$ cat config.mk
export PLATFORM = sky130hd
export DESIGN_NAME = wid_chk_for_axi3
export DESIGN_NICKNAME = d
export VERILOG_FILES = /design/src/rtl/wid_chk_pkg.sv /design/src/rtl/wid_chk_fifo.sv /design/src/rtl/wid_chk_for_axi3.sv
export SDC_FILE = /design/constraint.sdc
export NUM_CORES = 1
export LEC_CHECK = 0
export ABC_AREA = 1
export BUFFER_PORTS_ARGS = -buffer_cell sky130_fd_sc_hd__buf_4
export CAP_MARGIN = 0
export CORE_MARGIN = 4
export CORE_UTILIZATION = 62
export DETAILED_ROUTE_END_ITERATION = 8
export PLACE_DENSITY = 0.86
export REMOVE_ABC_BUFFERS = 1
export SKIP_LAST_GASP = 1
export SYNTH_ARGS = -nofsm -noshare
export SYNTH_HDL_FRONTEND = slang
export SYNTH_HIERARCHICAL = 1
export SYNTH_SLANG_ARGS = --single-unit
$ cat constraint.sdc
create_clock -name per_clk -period 3.8 [get_ports per_clk]
set_input_delay 0.76 -clock per_clk [delete_from_list [all_inputs] [get_ports per_clk]]
set_output_delay 0.76 -clock per_clk [all_outputs]
set_load 0.03 [all_outputs]
$ cat src/rtl/wid_chk_pkg.sv
// Shared types and constants for the AXI3 WID checker.
//  aw_entry_t : one outstanding write-address record {id, len}
//  PTR_W      : FIFO pointer width for the default depth
//  CNT_W      : FIFO occupancy width for the default depth (holds 0..DEPTH)
package wid_chk_pkg;

  localparam int DEPTH_DEF = 32;
  localparam int ID_W_DEF  = 8;
  localparam int LEN_W_DEF = 8;
  localparam int PTR_W     = $clog2(DEPTH_DEF);
  localparam int CNT_W     = PTR_W + 1;

  typedef struct packed {
    logic [ID_W_DEF-1:0]  id;
    logic [LEN_W_DEF-1:0] len;
  } aw_entry_t;

endpackage

$ cat src/rtl/wid_chk_fifo.sv
// In-order register FIFO holding outstanding AW records.
//  per_clk, pad_cpu_rst_b : clock, async active-low reset
//  push, push_data        : write an entry at the tail (ignored when full)
//  pop                    : drop the head entry (ignored when empty)
//  head                   : entry at the head, valid when !empty
//  full, empty, count     : occupancy status; count spans 0..DEPTH
module wid_chk_fifo
  import wid_chk_pkg::*;
#(
  parameter int DEPTH = DEPTH_DEF,
  parameter int W     = ID_W_DEF,
  localparam int PW   = $clog2(DEPTH),
  localparam int CW   = PW + 1
) (
  input  logic          per_clk,
  input  logic          pad_cpu_rst_b,
  input  logic          push,
  input  logic [W-1:0]  push_data,
  input  logic          pop,
  output logic [W-1:0]  head,
  output logic          full,
  output logic          empty,
  output logic [CW-1:0] count
);

  logic [W-1:0]  mem_q [DEPTH];
  logic [W-1:0]  mem_d [DEPTH];
  logic [PW-1:0] wr_ptr_q, wr_ptr_d;
  logic [PW-1:0] rd_ptr_q, rd_ptr_d;
  logic [CW-1:0] count_q, count_d;
  logic          push_ok, pop_ok;

  assign full    = (count_q == CW'(DEPTH));
  assign empty   = (count_q == '0);
  assign count   = count_q;
  assign head    = mem_q[rd_ptr_q];
  assign push_ok = push & ~full;
  assign pop_ok  = pop & ~empty;

  // Power-of-2 depth: pointers wrap by natural overflow.
  always_comb begin
    mem_d    = mem_q;
    wr_ptr_d = wr_ptr_q;
    rd_ptr_d = rd_ptr_q;
    if (push_ok) begin
      mem_d[wr_ptr_q] = push_data;
      wr_ptr_d        = wr_ptr_q + PW'(1);
    end
    if (pop_ok) rd_ptr_d = rd_ptr_q + PW'(1);
    count_d = count_q + CW'(push_ok) - CW'(pop_ok);
  end

  always_ff @(posedge per_clk or negedge pad_cpu_rst_b) begin
    if (!pad_cpu_rst_b) begin
      mem_q    <= '{default: '0};
      wr_ptr_q <= '0;
      rd_ptr_q <= '0;
      count_q  <= '0;
    end else begin
      mem_q    <= mem_d;
      wr_ptr_q <= wr_ptr_d;
      rd_ptr_q <= rd_ptr_d;
      count_q  <= count_d;
    end
  end

endmodule

$ cat src/rtl/wid_chk_for_axi3.sv
// Slave-side WID checker: accepts AXI3 write traffic carrying WID and feeds
// an AXI4 write slave. Each accepted AW is queued in order; W beats are only
// let through while an AW is outstanding, each beat's WID is compared with
// the head AW id, and the head is retired on WLAST. WID is not forwarded.
//  per_clk, pad_cpu_rst_b          : clock, async active-low reset
//  s_aw* / m_aw*                   : AW handshake master->checker->slave
//  s_w* / m_w*                     : W handshake master->checker->slave
//  wid_err_clr                     : clears the sticky error flags
//  wid_err                         : sticky, a beat carried the wrong WID
//  wlast_err                       : sticky, WLAST misplaced vs AWLEN
//  aw_fifo_full, aw_outstanding    : outstanding-AW queue status
// Build option: define WID_CHK_LEN_EN to store AWLEN and check WLAST
// placement; otherwise only ids are stored and wlast_err is tied low.
module wid_chk_for_axi3
  import wid_chk_pkg::*;
#(
  parameter int DEPTH = DEPTH_DEF,
  parameter int ID_W  = ID_W_DEF,
  parameter int LEN_W = LEN_W_DEF
) (
  input  logic                   per_clk,
  input  logic                   pad_cpu_rst_b,
  input  logic                   s_awvalid,
  output logic                   s_awready,
  input  logic [ID_W-1:0]        s_awid,
  input  logic [LEN_W-1:0]       s_awlen,
  output logic                   m_awvalid,
  input  logic                   m_awready,
  input  logic                   s_wvalid,
  output logic                   s_wready,
  input  logic [ID_W-1:0]        s_wid,
  input  logic                   s_wlast,
  output logic                   m_wvalid,
  input  logic                   m_wready,
  input  logic                   wid_err_clr,
  output logic                   wid_err,
  output logic                   wlast_err,
  output logic                   aw_fifo_full,
  output logic [$clog2(DEPTH):0] aw_outstanding
);

`ifdef WID_CHK_LEN_EN
  localparam int EW = ID_W + LEN_W;
`else
  localparam int EW = ID_W;
`endif

  logic          full, empty, push, beat, pop;
  logic [EW-1:0] push_data, head;
  logic [ID_W-1:0] head_id;
  logic          id_evt;
  logic          wid_err_q, wid_err_d;

  // Handshakes are also gated by reset so every output reads 0 while reset
  // is held, whatever the upstream drives.
  assign m_awvalid = pad_cpu_rst_b & s_awvalid & ~full;
  assign s_awready = pad_cpu_rst_b & m_awready & ~full;
  assign m_wvalid  = pad_cpu_rst_b & s_wvalid  & ~empty;
  assign s_wready  = pad_cpu_rst_b & m_wready  & ~empty;

  assign push = m_awvalid & m_awready;
  assign beat = s_wvalid & s_wready;
  assign pop  = beat & s_wlast;

`ifdef WID_CHK_LEN_EN
  assign push_data = {s_awid, s_awlen};
`else
  assign push_data = s_awid;
  logic unused_len;
  assign unused_len = ^s_awlen;
`endif

  assign head_id = head[EW-1 -: ID_W];
  assign id_evt  = beat & (s_wid != head_id);

  wid_chk_fifo #(.DEPTH(DEPTH), .W(EW)) u_fifo (
    .per_clk       (per_clk),
    .pad_cpu_rst_b (pad_cpu_rst_b),
    .push          (push),
    .push_data     (push_data),
    .pop           (pop),
    .head          (head),
    .full          (full),
    .empty         (empty),
    .count         (aw_outstanding)
  );

  assign aw_fifo_full = full;

  // Sticky flag: a new event in the clear cycle wins over the clear.
  always_comb begin
    wid_err_d = (wid_err_q & ~wid_err_clr) | id_evt;
  end

`ifdef WID_CHK_LEN_EN
  logic [LEN_W-1:0] head_len;
  logic [LEN_W-1:0] beat_cnt_q, beat_cnt_d;
  logic             len_hit, len_evt;
  logic             wlast_err_q, wlast_err_d;

  assign head_len = head[LEN_W-1:0];
  assign len_hit  = (beat_cnt_q == head_len);
  // WLAST must land exactly on beat index AWLEN.
  assign len_evt  = beat & (s_wlast ? ~len_hit : len_hit);

  always_comb begin
    beat_cnt_d = beat_cnt_q;
    if (beat) beat_cnt_d = s_wlast ? '0 : beat_cnt_q + LEN_W'(1);
    wlast_err_d = (wlast_err_q & ~wid_err_clr) | len_evt;
  end

  always_ff @(posedge per_clk or negedge pad_cpu_rst_b) begin
    if (!pad_cpu_rst_b) begin
      beat_cnt_q  <= '0;
      wlast_err_q <= 1'b0;
    end else begin
      beat_cnt_q  <= beat_cnt_d;
      wlast_err_q <= wlast_err_d;
    end
  end

  assign wlast_err = wlast_err_q;
`else
  assign wlast_err = 1'b0;
`endif

  always_ff @(posedge per_clk or negedge pad_cpu_rst_b) begin
    if (!pad_cpu_rst_b) wid_err_q <= 1'b0;
    else                wid_err_q <= wid_err_d;
  end

  assign wid_err = wid_err_q;

endmodule
; Word level (Yosys, flattened, before mapping)
; Index checks and enable logic that the tools add are counted.
; Widths: inputs -> output; s select.
[totals]
regBits = 273
wordCells = 74
inputBits = 32
[op_classes]
n_bitwise = 21
n_eq_ne = 2
order_cmp = 3
reduce_logical = 2
mux = 6
n_addsub = 4
[ops]
columns = op, count
row1 = $bwmux 256, 1
row2 = $bmux 8 s5, 1
row3 = $demux 8 s5, 1
row4 = $mux 8, 3
row5 = $and 1x1->1, 15
row6 = $ge 6x6->1 const B, 2
row7 = $not 5->6, 2
row8 = $add 5x1->5 const B, 2
row9 = $ne 8x8->1, 1
row10 = $add 6x1->6, 1
row11 = $eq 6x6->1 const B, 1
row12 = $logic_not 6->1, 1
row13 = $lt 6x1->1 const B, 1
row14 = $sub 6x1->6, 1
row15 = $not 1->1, 3
row16 = $logic_and 1x1->1, 1
row17 = $or 1x1->1, 1

; Longest topological paths before layout
[depth]
ltp_word = 7
depth_mapped = 19
ltp_nobuf = 17

; Modules after synthesis
; Netlist, hierarchy kept.
[by_module_without_submodules]
columns = mod, cells_per_inst, area_per_inst_um2, instances
row1 = wid_chk_fifo, 1699, 13203.9, 1
row2 = wid_chk_for_axi3, 54, 266.5, 1

; Worst setup path before layout
; No wires, ideal clock.
[synth_path]
path_type = reg-to-reg
from = register u_fifo.count_q[2], in the netlist u_fifo/count[2]
to = register u_fifo.count_q[4], in the netlist u_fifo/count[4]
required_ns = 3.721
setup_time_ns = 0.079
synth_period_minus_slack_ns = 3.286
t_arrival_ns = 3.207
slack_ns = 0.514
n_path_buf = 0
stages_incl_launch_ff = 15
cell_sequence = dfrtp_1 -> inv_1 -> ha_1 -> nand4_2 -> inv_1 -> nor4_1 -> nand2_2 -> ha_1 -> inv_1 -> ha_1 -> fa_1 -> a21oi_1 -> nor2_1 -> nor2_1 -> xor2_1
[synth_via]
elab_chain_len = 7
elab_cells_between_ends = 13
cone_classes = add/sub (2) / eq/ne (1) / bitwise (9) / reduce/logical (1)
[synth_rtl]
columns = element, line
row1 = start: declaration, wid_chk_fifo.sv:30  ; logic [CW-1:0] count_q, count_d;
row2 = start signal: assignment, wid_chk_fifo.sv:63  ; count_q <= count_d;
row3 = $eq 6x6->1, wid_chk_fifo.sv:33  ; assign full = (count_q == CW'(DEPTH));
row4 = via aw_fifo_full, wid_chk_for_axi3.sv:38  ; output logic aw_fifo_full,
row5 = $not 1->1, wid_chk_for_axi3.sv:56  ; assign m_awvalid = pad_cpu_rst_b & s_awvalid & ~full;
row6 = $and 1x1->1, wid_chk_for_axi3.sv:56
row7 = $and 1x1->1, wid_chk_for_axi3.sv:61  ; assign push = m_awvalid & m_awready;
row8 = via push, wid_chk_for_axi3.sv:48  ; logic full, empty, push, beat, pop;
row9 = $and 1x1->1, wid_chk_fifo.sv:37  ; assign push_ok = push & ~full;
row10 = $add 6x1->6, wid_chk_fifo.sv:50  ; count_d = count_q + CW'(push_ok) - CW'(pop_ok);
row11 = $sub 6x1->6, wid_chk_fifo.sv:50
row12 = via u_fifo.count_d[4], wid_chk_fifo.sv:30
; The timed path passes the listed nets, and every way through them passes these cells.
; A chain may end at the register's enable or synchronous reset.

; Worst setup path after layout
[layout_path]
from = register u_fifo.count_q[2], in the netlist u_fifo/count[2]
to = register u_fifo.count_q[4], in the netlist u_fifo/count[4]
[layout_via]
elab_chain_len = 7
elab_cells_between_ends = 13
cone_classes = add/sub (2) / eq/ne (1) / bitwise (9) / reduce/logical (1)
[layout_rtl]
columns = element, line
row1 = $eq 6x6->1, wid_chk_fifo.sv:33
row2 = $not 1->1, wid_chk_for_axi3.sv:56
row3 = $and 1x1->1, wid_chk_for_axi3.sv:56
row4 = $and 1x1->1, wid_chk_for_axi3.sv:61
row5 = via push, wid_chk_for_axi3.sv:48
row6 = $and 1x1->1, wid_chk_fifo.sv:37
row7 = $add 6x1->6, wid_chk_fifo.sv:50
row8 = $sub 6x1->6, wid_chk_fifo.sv:50
row9 = via u_fifo.count_d[4], wid_chk_fifo.sv:30
; The timed path passes the listed nets, and every way through them passes these cells.

==> summary.txt <==
Die
  – Die width: 155 microns
  – Core box area: 21200 sq um
  – Die ar.: 24100 sq um
  – Initial Util: 63.5%
  – # rows: 53
  – Ports: 45
  – Die Y: 155 microns

Route
  – Post-DRT Antenna Nets: 0
  – Via count: 11600
  – Drt wl/cell: 16.8 microns
  – 1st-iter DRT viols: 1390
  – DRC violations left: 0
  – Vias/cell: 5.72
  – Wirelength, routed: 34000 microns
  – First-pass DRT Iterations: 6

Hold path
  – HP Class: input port to async pin

Flow run
  – Max-cap violations: 0

Clocking
  – Htree depth: 1
  – Post-CTS Resized: 0
  – Post-CTS Setup Inserts: 0
  – Clk pin slew, worst setup/hold paths: 0.06 ns
  – CTS Buffer Depth: 3
  – Cts bufs inserted: 29
  – Hold-fix buffers, CTS: 0
  – Worst-Skew Late Latency: 0.56 ns
  – CTS root buf: clkbuf_16
  – Clk sink count: 273
  – CTS tree: yes

Critical path
  – Worst EP arrival: 3.90 ns
  – CP top delay family: adder cells
  – CP startpoint kind: register
  – Crit Path Max Fanout: 10
  – Critical path's slowest cell: nor4_1
  – Crit path cell chain: inv_1 -> ha_1 -> nand4_2 -> inv_1 -> nor4_1 -> nand2_2 -> ha_1 -> inv_1 -> ha_1 -> fa_1 -> a21oi_1 -> nor2_1 -> nor2_1 -> xor2_1
  – R2R depth: 14
  – Worst reg2reg path endpoint: u_fifo/count[4]
  – Worst setup EP type: register
  – CP peak stage delay: 0.53 ns
  – Critical path type: register to register
  – R2R Setup Slk: 0.37 ns
  – Buf/Inv on CP: 3
  – RR Startpoint: u_fifo/count[2]
  – CP required: 4.27 ns

Logic synthesis
  – Yosys cell types: 34
  – Syn avg cell area: 7.68 sq um
  – Synth warn: 6
  – Yosys top cell area share: just over 50%
  – Area leader, netlist: dfrtp_1
  – Post-Syn Area: 13500 sq um
  – Seq/Total Area, Yosys: 50.7%
  – Synth Register Bits: 273
  – Area contributors post-synth: dfrtp_1, nand2_1, o21ai_0
  – Mapped Cells: 1753

Layout
  – Final #Nets: between 1500 and 2000
  – # diodes: 0
  – Most frequent cells in the layout: nand2_1, dfrtp_1, o21ai_0
  – Area grow syn2layout: 9.07%
  – Final Non-Filler Cells: slightly above 2000
  – Proportion of layout cells with a drive suffix above 1: 6.36%
  – Commonest non-fill, non-tap cell in the layout: nand2_1

STA
  – Fin crit period: 3.43 ns
  – Final-report hold violation count: 0
  – Max Slew Vio Count: 0
  – Worst Tran Pin Value: around 1.2 ns
  – RSZ-0062 raised after global routing: false
  – Fmax: approximately 290 MHz
  – Max Clock Skew: 0.0197 ns
  – # setup viols final: 0
  – Max-slew headroom: between 10% and 20%
  – Crit share post-route: 90.3%
  – Setup Total Neg Slack: 0 ns

Global routing
  – First-pass GRT wire length: between 50000 and 60000 microns
  – Initial antenna violation count: 0
  – Vias in the first global route: 11200
  – Largest net degree at the start of global routing: 139
  – GRT overflow: 0
  – Total Routing Usage GR: 28.5%

Power
  – P per Cell Area: 769 nW/um^2
  – Max VDD drop: 0.570 mV
  – Leakage: 0.00719 uW

Run status
  – Status: finished clean

Placement
  – Cells after DPL: 1967
  – Gp weighted congestion: approximately 0.9
  – HPWL Detailed: 20400 microns
  – Number of port buffers: 35
worst register-to-register path, cell delays in order (launching register included):
cell,delay [ns]
dfrtp_1,0.39
inv_1,0.08
ha_1,0.23
nand4_2,0.13
inv_1,0.09
nor4_1,0.54
nand2_2,0.35
ha_1,0.39
inv_1,0.04
ha_1,0.21
fa_1,0.41
a21oi_1,0.15
nor2_1,0.06
nor2_1,0.11
xor2_1,0.17
power by group:
part / internal [uW] / switching [uW]
Combinational: 1310 / 2700
Clock: 1990 / 1180
Sequential: 3640 / 476
Total: 6940 / 4360
state kept, by name (all words and copies together), names as in the netlist:
register	cells
u_fifo/mem_q	256
u_fifo/count	6
u_fifo/rd_ptr_q	5
u_fifo/wr_ptr_q	5
wid_err	1
area by class of cell:
class,instances,area (sq um)
clock buffer,41,861
clock inverter,13,233
fill,1662,6530
inverter,179,673
multi-input combinational,1194,5360
sequential,273,6840
tap,275,344
timing repair buffer,46,390
per-stage QoR:
step / hold slack (ns) / cell area, sq um / util [%] / total power [uW] / worst slack, ns
after floorplan: 0.453 / 12900 / - / 6850 / -2.05
after global placement: 0.465 / 13600 / 64.1 / 7890 / 0.508
after detailed placement: 0.469 / 13600 / 64.1 / 8070 / 0.425
after CTS: 0.420 / 14700 / 69.2 / 11300 / 0.383
after global routing: 0.441 / 14700 / 69.2 / 12000 / 0.127
final: 0.421 / 14700 / 69.2 / 11300 / 0.368
cell usage after synthesis, drive strengths merged:
library cell,n
inv,176
nor4,2
a21oi,19
xor2,10
a31oi,1
nand2,673
xnor2,4
and3,1
o21ai,258
conb,1
clkinv,3
nand4,4
a21o,1
dfrtp,273
fa,1
ha,14
nor2,35
buf,60
o211ai,8
nand3,156
clkbuf,47
nor3,6
how the worst max path moves through the flow:
stage               slack (ns)              end  depth (start not counted)                from
floorplan                -2.05          wid_err                         15  u_fifo/rd_ptr_q[0]
global placement          0.51  u_fifo/count[4]                         12       pad_cpu_rst_b
detailed placement        0.42  u_fifo/count[4]                         14     u_fifo/count[2]
CTS                       0.38  u_fifo/count[4]                         14     u_fifo/count[2]
global route              0.13  u_fifo/count[4]                         14     u_fifo/count[2]
finish                    0.37  u_fifo/count[4]                         14     u_fifo/count[2]
logic make-up (layout without fill, tap and decap cells):
logic type	after synthesis	count (layout)	synth area share, %
AND/OR/NAND/NOR	877	877	26.5
adder cells (fa/ha/maj)	15	15	1.45
AO/OA/AOI/OAI	287	287	10.8
flip-flops	273	273	50.7
other	1	1	0.0278
buffers and inverters	286	279	9.53
XOR/XNOR	14	14	0.910
routing by layer:
layer | track usage, % | wire, microns | up-vias
met5 | 0 | 0 | -
met4 | 11.9 | 1500 | 0
met3 | 4.92 | 2830 | 115
met2 | 45.1 | 15900 | 532
met1 | 39.3 | 13800 | 5464
li1 | - | - | 5441
Power figures use the tool's default switching activity.
